<file path="src/rtl/pipemem_io_pkg.sv">
// Shared constants for the MEM-stage memory/IO unit: IO register map,
// timer control bit layout and load/store size encodings.
package pipemem_io_pkg;

    localparam logic [4:0] IDX_IN   = 5'd0;
    localparam logic [4:0] IDX_OUT  = 5'd8;
    localparam logic [4:0] IDX_STAT = 5'd16;
    localparam logic [4:0] IDX_TCNT = 5'd17;
    localparam logic [4:0] IDX_TCMP = 5'd18;
    localparam logic [4:0] IDX_TCTL = 5'd19;

    localparam int TCTL_EN   = 0;
    localparam int TCTL_AC   = 1;
    localparam int TCTL_IE   = 2;
    localparam int TCTL_FLAG = 3;

    localparam logic [1:0] SZ_BYTE = 2'b00;
    localparam logic [1:0] SZ_HALF = 2'b01;
    localparam logic [1:0] SZ_WORD = 2'b10;

    // Field order matches the TCTL bit positions above (en is bit 0).
    typedef struct packed {
        logic flag;
        logic ie;
        logic ac;
        logic en;
    } tctl_t;

endpackage

</file>
<file path="src/rtl/pipemem_io_dram_be.sv">
// Data RAM with per-byte write enables: synchronous write, asynchronous read.
// Contents are deliberately not reset.
module dram_be #(
    parameter int DMEM_WORDS = 32
) (
    input  logic                          clock,
    input  logic                          we,
    input  logic [3:0]                    be,
    input  logic [$clog2(DMEM_WORDS)-1:0] addr,
    input  logic [31:0]                   wdata,
    output logic [31:0]                   rdata
);

    logic [31:0] mem [DMEM_WORDS];

    always_ff @(posedge clock) begin
        if (we) begin
            for (int b = 0; b < 4; b++) begin
                if (be[b]) mem[addr][8*b +: 8] <= wdata[8*b +: 8];
            end
        end
    end

    assign rdata = mem[addr];

endmodule

</file>
<file path="src/rtl/pipemem_io.sv">
// MEM-stage memory/IO unit: sub-word RAM access, synchronised input ports,
// registered output ports and a compare timer, all memory-mapped.
module pipemem_io
    import pipemem_io_pkg::*;
#(
    parameter int DMEM_WORDS = 32,
    parameter int N_IN       = 2,
    parameter int IN_W       = 4,
    parameter int N_OUT      = 3,
    parameter int IO_BIT     = 7
) (
    input  logic                 clock,
    input  logic                 resetn,
    input  logic                 mwmem,
    input  logic [31:0]          malu,
    input  logic [31:0]          mb,
    input  logic [31:0]          wmo,
    input  logic                 wm2reg,
    input  logic [1:0]           msize,
    input  logic                 munsigned,
    input  logic [N_IN*IN_W-1:0] in_port,
    output logic [31:0]          mmo,
    output logic [N_OUT*32-1:0]  out_port,
    output logic                 timer_irq
);

    localparam int AW = $clog2(DMEM_WORDS);

    logic [31:0]          datain;
    logic                 io;
    logic [4:0]           k;
    logic                 io_we;
    logic                 ram_we;
    logic [3:0]           ram_be;
    logic [31:0]          ram_wdata;
    logic [31:0]          ram_word;
    logic [31:0]          io_rd;
    logic [31:0]          out_reg [N_OUT];
    logic [N_IN*IN_W-1:0] s1, s2, s3;
    logic [N_IN-1:0]      stat, chg, stat_clr;
    logic [31:0]          tcnt, tcmp;
    tctl_t                tctl;
    logic                 match;
    logic                 wr_stat, wr_tcnt, wr_tcmp, wr_tctl;
    logic                 unused_addr;

    // Address bits outside the RAM index and IO index only alias.
    assign unused_addr = ^malu;

    assign datain = wm2reg ? wmo : mb;
    assign io     = malu[IO_BIT];
    assign k      = malu[6:2];
    assign io_we  = mwmem & io;
    // Gating with resetn keeps a store from landing while reset is held.
    assign ram_we = mwmem & ~io & resetn;

    assign wr_stat = io_we && (k == IDX_STAT);
    assign wr_tcnt = io_we && (k == IDX_TCNT);
    assign wr_tcmp = io_we && (k == IDX_TCMP);
    assign wr_tctl = io_we && (k == IDX_TCTL);

    always_comb begin
        ram_be    = 4'b1111;
        ram_wdata = datain;
        case (msize)
            SZ_BYTE: begin
                ram_be    = 4'b0001 << malu[1:0];
                ram_wdata = {4{datain[7:0]}};
            end
            SZ_HALF: begin
                ram_be    = malu[1] ? 4'b1100 : 4'b0011;
                ram_wdata = {2{datain[15:0]}};
            end
            default: ;
        endcase
    end

    dram_be #(.DMEM_WORDS(DMEM_WORDS)) u_dram (
        .clock (clock),
        .we    (ram_we),
        .be    (ram_be),
        .addr  (malu[AW+1:2]),
        .wdata (ram_wdata),
        .rdata (ram_word)
    );

    function automatic logic [31:0] load_ext(input logic [31:0] w, input logic [1:0] off,
                                             input logic [1:0] sz, input logic uns);
        logic [7:0]  b;
        logic [15:0] h;
        b = w[{off, 3'b000} +: 8];
        h = off[1] ? w[31:16] : w[15:0];
        case (sz)
            SZ_BYTE: return uns ? {24'd0, b} : {{24{b[7]}}, b};
            SZ_HALF: return uns ? {16'd0, h} : {{16{h[15]}}, h};
            default: return w;
        endcase
    endfunction

    always_comb begin
        for (int i = 0; i < N_IN; i++)
            chg[i] = s2[i*IN_W +: IN_W] != s3[i*IN_W +: IN_W];
    end

    assign stat_clr  = wr_stat ? datain[N_IN-1:0] : '0;
    assign match     = tcnt == tcmp;
    assign timer_irq = tctl.flag & tctl.ie;

    always_ff @(posedge clock or negedge resetn) begin
        if (!resetn) begin
            s1   <= '0;
            s2   <= '0;
            s3   <= '0;
            stat <= '0;
            tcnt <= '0;
            tcmp <= '0;
            tctl <= '0;
            for (int j = 0; j < N_OUT; j++) out_reg[j] <= '0;
        end else begin
            s1   <= in_port;
            s2   <= s1;
            s3   <= s2;
            // Set beats W1C for both STAT and the timer match flag.
            stat <= (stat & ~stat_clr) | chg;
            for (int j = 0; j < N_OUT; j++) begin
                if (io_we && (k == 5'(IDX_OUT + j))) out_reg[j] <= datain;
            end
            if (wr_tcmp) tcmp <= datain;
            if (wr_tcnt)
                tcnt <= datain;
            else if (tctl.en)
                tcnt <= (match && tctl.ac) ? 32'd0 : tcnt + 32'd1;
            if (wr_tctl) begin
                tctl.en <= datain[TCTL_EN];
                tctl.ac <= datain[TCTL_AC];
                tctl.ie <= datain[TCTL_IE];
            end
            tctl.flag <= (tctl.flag & ~(wr_tctl & datain[TCTL_FLAG])) | (tctl.en & match);
        end
    end

    always_comb begin
        io_rd = '0;
        for (int i = 0; i < N_IN; i++) begin
            if (k == 5'(IDX_IN + i)) io_rd = 32'(s2[i*IN_W +: IN_W]);
        end
        for (int j = 0; j < N_OUT; j++) begin
            if (k == 5'(IDX_OUT + j)) io_rd = out_reg[j];
        end
        case (k)
            IDX_STAT: io_rd = 32'(stat);
            IDX_TCNT: io_rd = tcnt;
            IDX_TCMP: io_rd = tcmp;
            IDX_TCTL: io_rd = {28'd0, tctl};
            default: ;
        endcase
    end

    for (genvar j = 0; j < N_OUT; j++) begin : g_out
        assign out_port[j*32 +: 32] = out_reg[j];
    end

    assign mmo = io ? io_rd : load_ext(ram_word, malu[1:0], msize, munsigned);

endmodule

</file>
<file path="config.mk">
export PLATFORM = sky130hd
export DESIGN_NAME = pipemem_io
export DESIGN_NICKNAME = d
export VERILOG_FILES = /design/src/rtl/pipemem_io_pkg.sv /design/src/rtl/pipemem_io_dram_be.sv /design/src/rtl/pipemem_io.sv
export SDC_FILE = /design/constraint.sdc
export NUM_CORES = 2
export LEC_CHECK = 0
export BUFFER_PORTS_ARGS = -buffer_cell sky130_fd_sc_hd__buf_2
export CAP_MARGIN = 20
export CORE_MARGIN = 2
export CORE_UTILIZATION = 41
export CTS_CLUSTER_SIZE = 14
export DETAILED_ROUTE_END_ITERATION = 12
export GPL_TIMING_DRIVEN = 0
export SLEW_MARGIN = 0
export SYNTH_ARGS = -nofsm -noshare
export SYNTH_HDL_FRONTEND = slang
export SYNTH_HIERARCHICAL = 1
export SYNTH_SLANG_ARGS = --single-unit
</file>
<file path="constraint.sdc">
create_clock -name clock -period 5.9 [get_ports clock]
set_input_delay 0.59 -clock clock [delete_from_list [all_inputs] [get_ports clock]]
set_output_delay 0.59 -clock clock [all_outputs]
set_load 0.005 [all_outputs]
</file>
* Word level (Yosys, flattened, before mapping) *
Memories as Yosys holds them, arrays and structs flattened.
Index checks and enable logic that the tools add are counted.

storage, ports and cells
  output and inout bits = 129
  input port bits = 111
  register bits after elaboration = 190
  bits in writable memories = 1024
  logic and storage cells = 84
  memories kept = 1

memory list
  name        words  width  rd ports  clocked after Yosys merged registers in  write ports  RTL line                  source
  u_dram.mem  32     32     1         0                                        1            pipemem_io_dram_be.sv:14  logic [31:0] mem [DMEM_WORDS];

cells by class
  eq/ne operators = 12
  bitwise logic cells = 13
  $add $sub $neg = 1
  reduce and logical (&&, ||, !) cells = 11
  shifts and indexed selects = 2
  mux-type cells = 31

operators by type and width
  cell                                              count
  2-to-1 mux 32 bit                                 11
  one-hot mux 32 bit (2 select lines)               2
  one-hot mux 32 bit (4 select lines)               1
  adder 32 x 1 -> 32 bit (second input constant)    1
  == test 32 bit                                    1
  variable part select 32 x 6 -> 8 bit              1
  == test 5 bit (second input constant)             4
  2-to-1 mux 16 bit                                 1
  == test 5 x 4 -> 1 bit (second input constant)    3
  2-to-1 mux 1 bit                                  12
  logical AND 1 bit                                 8
  2-to-1 mux 4 bit                                  2
  inequality test 4 bit                             2
  one-hot mux 4 bit (2 select lines)                1
  bitwise AND 1 bit                                 7
  == test 5 x 1 -> 1 bit (second input constant)    1
  zero test 5 bit                                   1
  << shifter 1 x 2 -> 4 bit (first input constant)  1
  bitwise AND 2 bit                                 1
  == test 2 x 1 -> 1 bit (second input constant)    1
  zero test 2 bit                                   1
  2-to-1 mux 2 bit                                  1
  inverter 1 bit                                    2
  inverter 2 bit                                    1
  3 further kinds                                   3

* Depth between registers and ports, before layout *
  depth after elaboration = 8
  gate-level depth with buffers = 13
  depth with buffers taken out = 10

* Modules after synthesis *
The synthesis kept the hierarchy.

modules (own cells, without submodules)
  module      seq. area each (um^2)  cells each  area each (um^2)  instances
  dram_be     30749.5                2198        39562.9           1
  pipemem_io  4754.6                 1199        10735.3           1

* Least setup slack after synthesis *
OpenSTA, ideal clock, no wires.

  kind = input port to output port
  start = input malu[5]
  end = output mmo[10]
  required time = 5.310 ns
  setup slack = 2.249 ns
  stages = 13
  arrival time = 3.061 ns
  buffers on the path = 3
  cells stage by stage = buf_4 or4b_4 buf_6 buf_6 o22ai_1 nor4_1 nand2_1 mux2i_1 and2_1 o41ai_4 o21a_1 o22ai_1 mux2i_1

on the way
  elaborated cells on any way between the ends = 18
  classes of those cells = 7 x eq/ne; 1 x shift; 9 x mux; 1 x memory

RTL lines
  what                                  RTL line           source
  start, declared                       pipemem_io.sv:15   input logic [31:0] malu,
  memory read (32 x 32 bit)             -
  net ram_word[23]                      pipemem_io.sv:36   logic [31:0] ram_word;
  variable part select 32 x 6 -> 8 bit  pipemem_io.sv:91   b = w[{off, 3'b000} +: 8];
  2-to-1 mux 32 bit                     pipemem_io.sv:94   SZ_BYTE: return uns ? {24'd0, b} : {{24{b[7]}}, b};
  one-hot mux 32 bit (2 select lines)   pipemem_io.sv:93   case (sz)
  2-to-1 mux 32 bit                     pipemem_io.sv:163  assign mmo = io ? io_rd : load_ext(ram_word, malu[1:0], msize, munsigned);
  end, declared                         pipemem_io.sv:22   output logic [31:0] mmo,

The timed path passes the listed nets, and every way through them passes these cells.

* Worst setup path after layout *
  start = input malu[5]
  end = output mmo[8]

Same word-level chain as after synthesis.

==> impl_metrics.py <==
metrics = {
    "status": {
        "outcome": "complete, no violations",
    },
    "clock_tree": {
        "cts_buffers": 131,
        "cts_setup_buffers": 0,
        "tritoncts": "done",
        "cts_buffer_depth": 3,
        "clkTransAtPathRegs_ns": 0.06,
        "clock_latency_ns": 0.75,
        "root_buffer": "clkbuf_16",
        "htreeDepth": 4,
        "clock-sinks": 1214,
    },
    "setup_path": {
        "path_class": "input pin to primary output",
        "critPathMaxFanout": 12,
        "endpoint_kind": "primary output",
        "crit_start": "malu[5]",
        "start_kind": "input pin",
        "reg2reg_from": "tcnt[27]",
        "arrival_ns": 5.23,
        "required_ns": 5.31,
    },
    "placed_design": {
        "dpl.hpwl_um": 117000,
        "gp_congestion": 0.955,
        "port-buffer-count": 211,
        "placed_area_um2": 54400,
        "dp_slack_ns": -0.266,
    },
    "grt": {
        "grt_max_degree": 113,
        "gr-max-usage-layer": "met2",
        "track_usage_pct": 25.5,
        "grt_antenna_before_repair": 3,
        "first_global_vias": 31700,
        "grt_use_met3_pct": 5.02,
        "grt_overflow_total": 0,
        "grt_first_pass_wirelength_um": 228000,
        "met2_usage_pct": 42.2,
        "met1_usage_pct": 33.2,
    },
    "sta": {
        "finalHoldViolCount": 0,
        "final.setup.tns_ns": 0,
        "period_share_pct": 98.7,
        "max_slew_margin_pct": 18.2,
        "slew_viol_final": 0,
        "min_period_ns": 5.82,
        "rsz0062_at_grt": "no",
        "holdWs_ns": 0.211,
        "skew_ns": 0.0258,
        "worst_slack_ns": 0.0760,
        "setup_viol": 0,
        "worst_pin_slew_ns": 1.19,
        "fmax_ghz": 0.172,
    },
    "layout": {
        "finalInstanceArea_um2": 58700,
        "synthToLayoutAreaGrowth_pct": 16.8,
        "nNetsFinal": 3912,
        "nFillCells": 10600,
        "drive_gt1_share_pct": 16.4,
    },
    "routing": {
        "routedWlPerCell_um": 29.6,
        "first_iter_violations": 3788,
        "drc": 0,
        "drt_pass1_iterations": 6,
        "wirelength_um": 164000,
        "vias": 32500,
        "drt.antenna.violating_nets": 0,
        "vias_per_cell": 5.88,
    },
    "synthesis": {
        "syn_inst": 3397,
        "ys_top_cells_by_count": "edfxtp_1 (1024), mux2i_1 (575), nor2_1 (289), o22ai_1 (286), dfrtp_1 (190)",
        "postSynthAreaPerCell_um2": 14.8,
        "yosys.cell_count.top_type": "edfxtp_1",
        "synth_edf_count": 1024,
        "yosys.area.top_type_share_pct": 61.1,
        "syn-num-nets": 3509,
        "synth.distinct_cells": 66,
        "synthArstFlopShare_pct": 15.7,
        "netlist_area_um2": 50300,
        "yosys-top-cells-area": "edfxtp_1 (61%), mux2i_1 (11%), dfrtp_1 (9.5%)",
        "synth_seq_cells": 1214,
        "synth_top_area_cell": "edfxtp_1",
        "yosys_most_used_dff": "edfxtp_1",
        "yosys_warnings": 6,
        "seq_area_frac_synth_pct": 70.6,
    },
    "pwr": {
        "p_total_uw": 19900,
        "power.density_nw_per_um2": 339,
        "power_frac_comb_pct": 10.9,
        "sw_frac_of_total_pct": 25.1,
        "p_switching_uw": 4990,
        "ir_drop_mv": 0.218,
        "pwr-share-seq_pct": 49.9,
        "power_frac_clock_pct": 39.2,
        "p_leak_uw": 0.0216,
        "p_int_uw": 14900,
    },
    "die": {
        "dieArea_um2": 125000,
        "fp.dieW_um": 354,
        "core-area_um2": 122000,
        "rows": 128,
        "start_util_pct": 41.3,
        "num_io_pins": 240,
        "dieHeight_um": 354,
    },
    "hold_path": {
        "min_from": "mb[13]",
        "min_path_type": "input pin to flip-flop",
    },
    "flow_run": {
        "drv_cap": 0,
    },
}
power by group through the flow:
stage,Clock [uW],Sequential [uW],Combinational (uW)
after floorplan,0,10000,1070
after global placement,0,10100,1960
after detailed placement,0,10100,2120
after CTS,7890,9920,2130
after global routing,8240,9950,2290
final,7800,9920,2170
critical path: stages:
cell	delay (ns)
buf_2	0.27
buf_4	0.23
buf_6	0.14
nand4b_1	0.57
buf_2	0.40
o22ai_1	0.13
nor4_1	0.57
nand2_1	0.40
mux2i_1	0.49
and2_1	0.24
o41ai_4	0.13
o21a_1	0.29
o22ai_1	0.29
mux2i_1	0.25
buf_2	0.21
per-stage QoR:
| stage | instances | util [%] |
|---|---|---|
| 2_1_floorplan | 3397 | - |
| 3_3_place_gp | 5233 | 43.9 |
| 6_report | 5528 | 48.3 |
| 5_1_grt | 5527 | 48.3 |
| 3_5_place_dp | 5277 | 44.7 |
| 4_1_cts | 5520 | 48.1 |
layout make-up:
type                            instances  area, um2  share of cell area (%)
Clock buffer                          175       3570                    6.08
Sequential cell                      1214      35500                    60.4
Multi-Input combinational cell       1924      13800                    23.6
Inverter                               21       78.8                   0.134
Timing Repair Buffer                  271       2050                    3.49
Clock inverter                         60        489                   0.833
Buffer                                237       1180                    2.00
Antenna cell                            1       2.50                 0.00426
Tap cell                             1625       2030                    3.46
layout by cell type, fill, tap and decap left out, types with 10 or more instances in the layout:
cell | Yosys | layout
edfxtp_1 | 1024 | 1024
mux2i_1 | 575 | 561
buf_2 | 89 | 299
nor2_1 | 289 | 289
o22ai_1 | 286 | 286
dfrtp_1 | 190 | 190
a21oi_1 | 158 | 142
nand2_1 | 137 | 137
clkbuf_16 | 0 | 136
clkbuf_1 | 100 | 129
nor4_1 | 73 | 72
o21ai_0 | 66 | 66
xnor2_1 | 48 | 48
a221oi_1 | 44 | 44
nand3_1 | 33 | 33
mux2_2 | 31 | 31
clkinv_1 | 0 | 25
nand4_1 | 23 | 23
buf_1 | 22 | 21
inv_1 | 21 | 21
buf_6 | 18 | 20
xor2_1 | 19 | 19
buf_12 | 0 | 17
clkinv_2 | 0 | 16
buf_4 | 6 | 15
a22oi_1 | 14 | 14
a21oi_4 | 0 | 13
clkbuf_2 | 3 | 11
nor3_1 | 11 | 11
buf_8 | 0 | 11
buf_16 | 0 | 11
and3_1 | 10 | 10
state kept, by name (all words and copies together), names as in the netlist:
name,count
out_port,96
stat,2
u_dram/mem,1024
tctl,4
s3,8
tcmp,32
s2,8
s1,8
tcnt,32
path summary, 6_finish.rpt:
kind	endpoint	slack, ns	depth (start not counted)
worst max register to register	tcnt[28]	2.68	9
worst max-delay path	mmo[8]	0.08	15
worst min-delay path	out_port[13]	0.21	3
min in group asynchronous	stat[0]	0.43	2
worst min register to register	s2[1]	0.35	0
max in group asynchronous	out_port[27]	4.43	3
kinds of logic after synthesis:
family	share of synthesized area [%]
AO/OA/AOI/OAI	7.50
XOR/XNOR	1.17
adder cells (fa/ha/maj)	0.0249
buffers and inverters	2.48
flip-flops	70.6
multiplexers	12.2
AND/OR/NAND/NOR	6.02
repair_timing:
action,4_1_cts,5_1_grt
endpoints found under the setup margin,7,7
endpoints found under the hold margin,87,0
hold buffers,9,0
resized for setup,4,13
pin swaps,0,0
cloned,0,0
layer usage:
| metal | vias to the layer above | routed length [um] |
|---|---|---|
| met3 | 304 | 14000 |
| met4 | 6 | 6410 |
| met2 | 1593 | 78900 |
| met5 | - | 34 |
| li1 | 14000 | - |
| met1 | 16600 | 64200 |
Note: power is estimated with default switching activity, not from simulation.
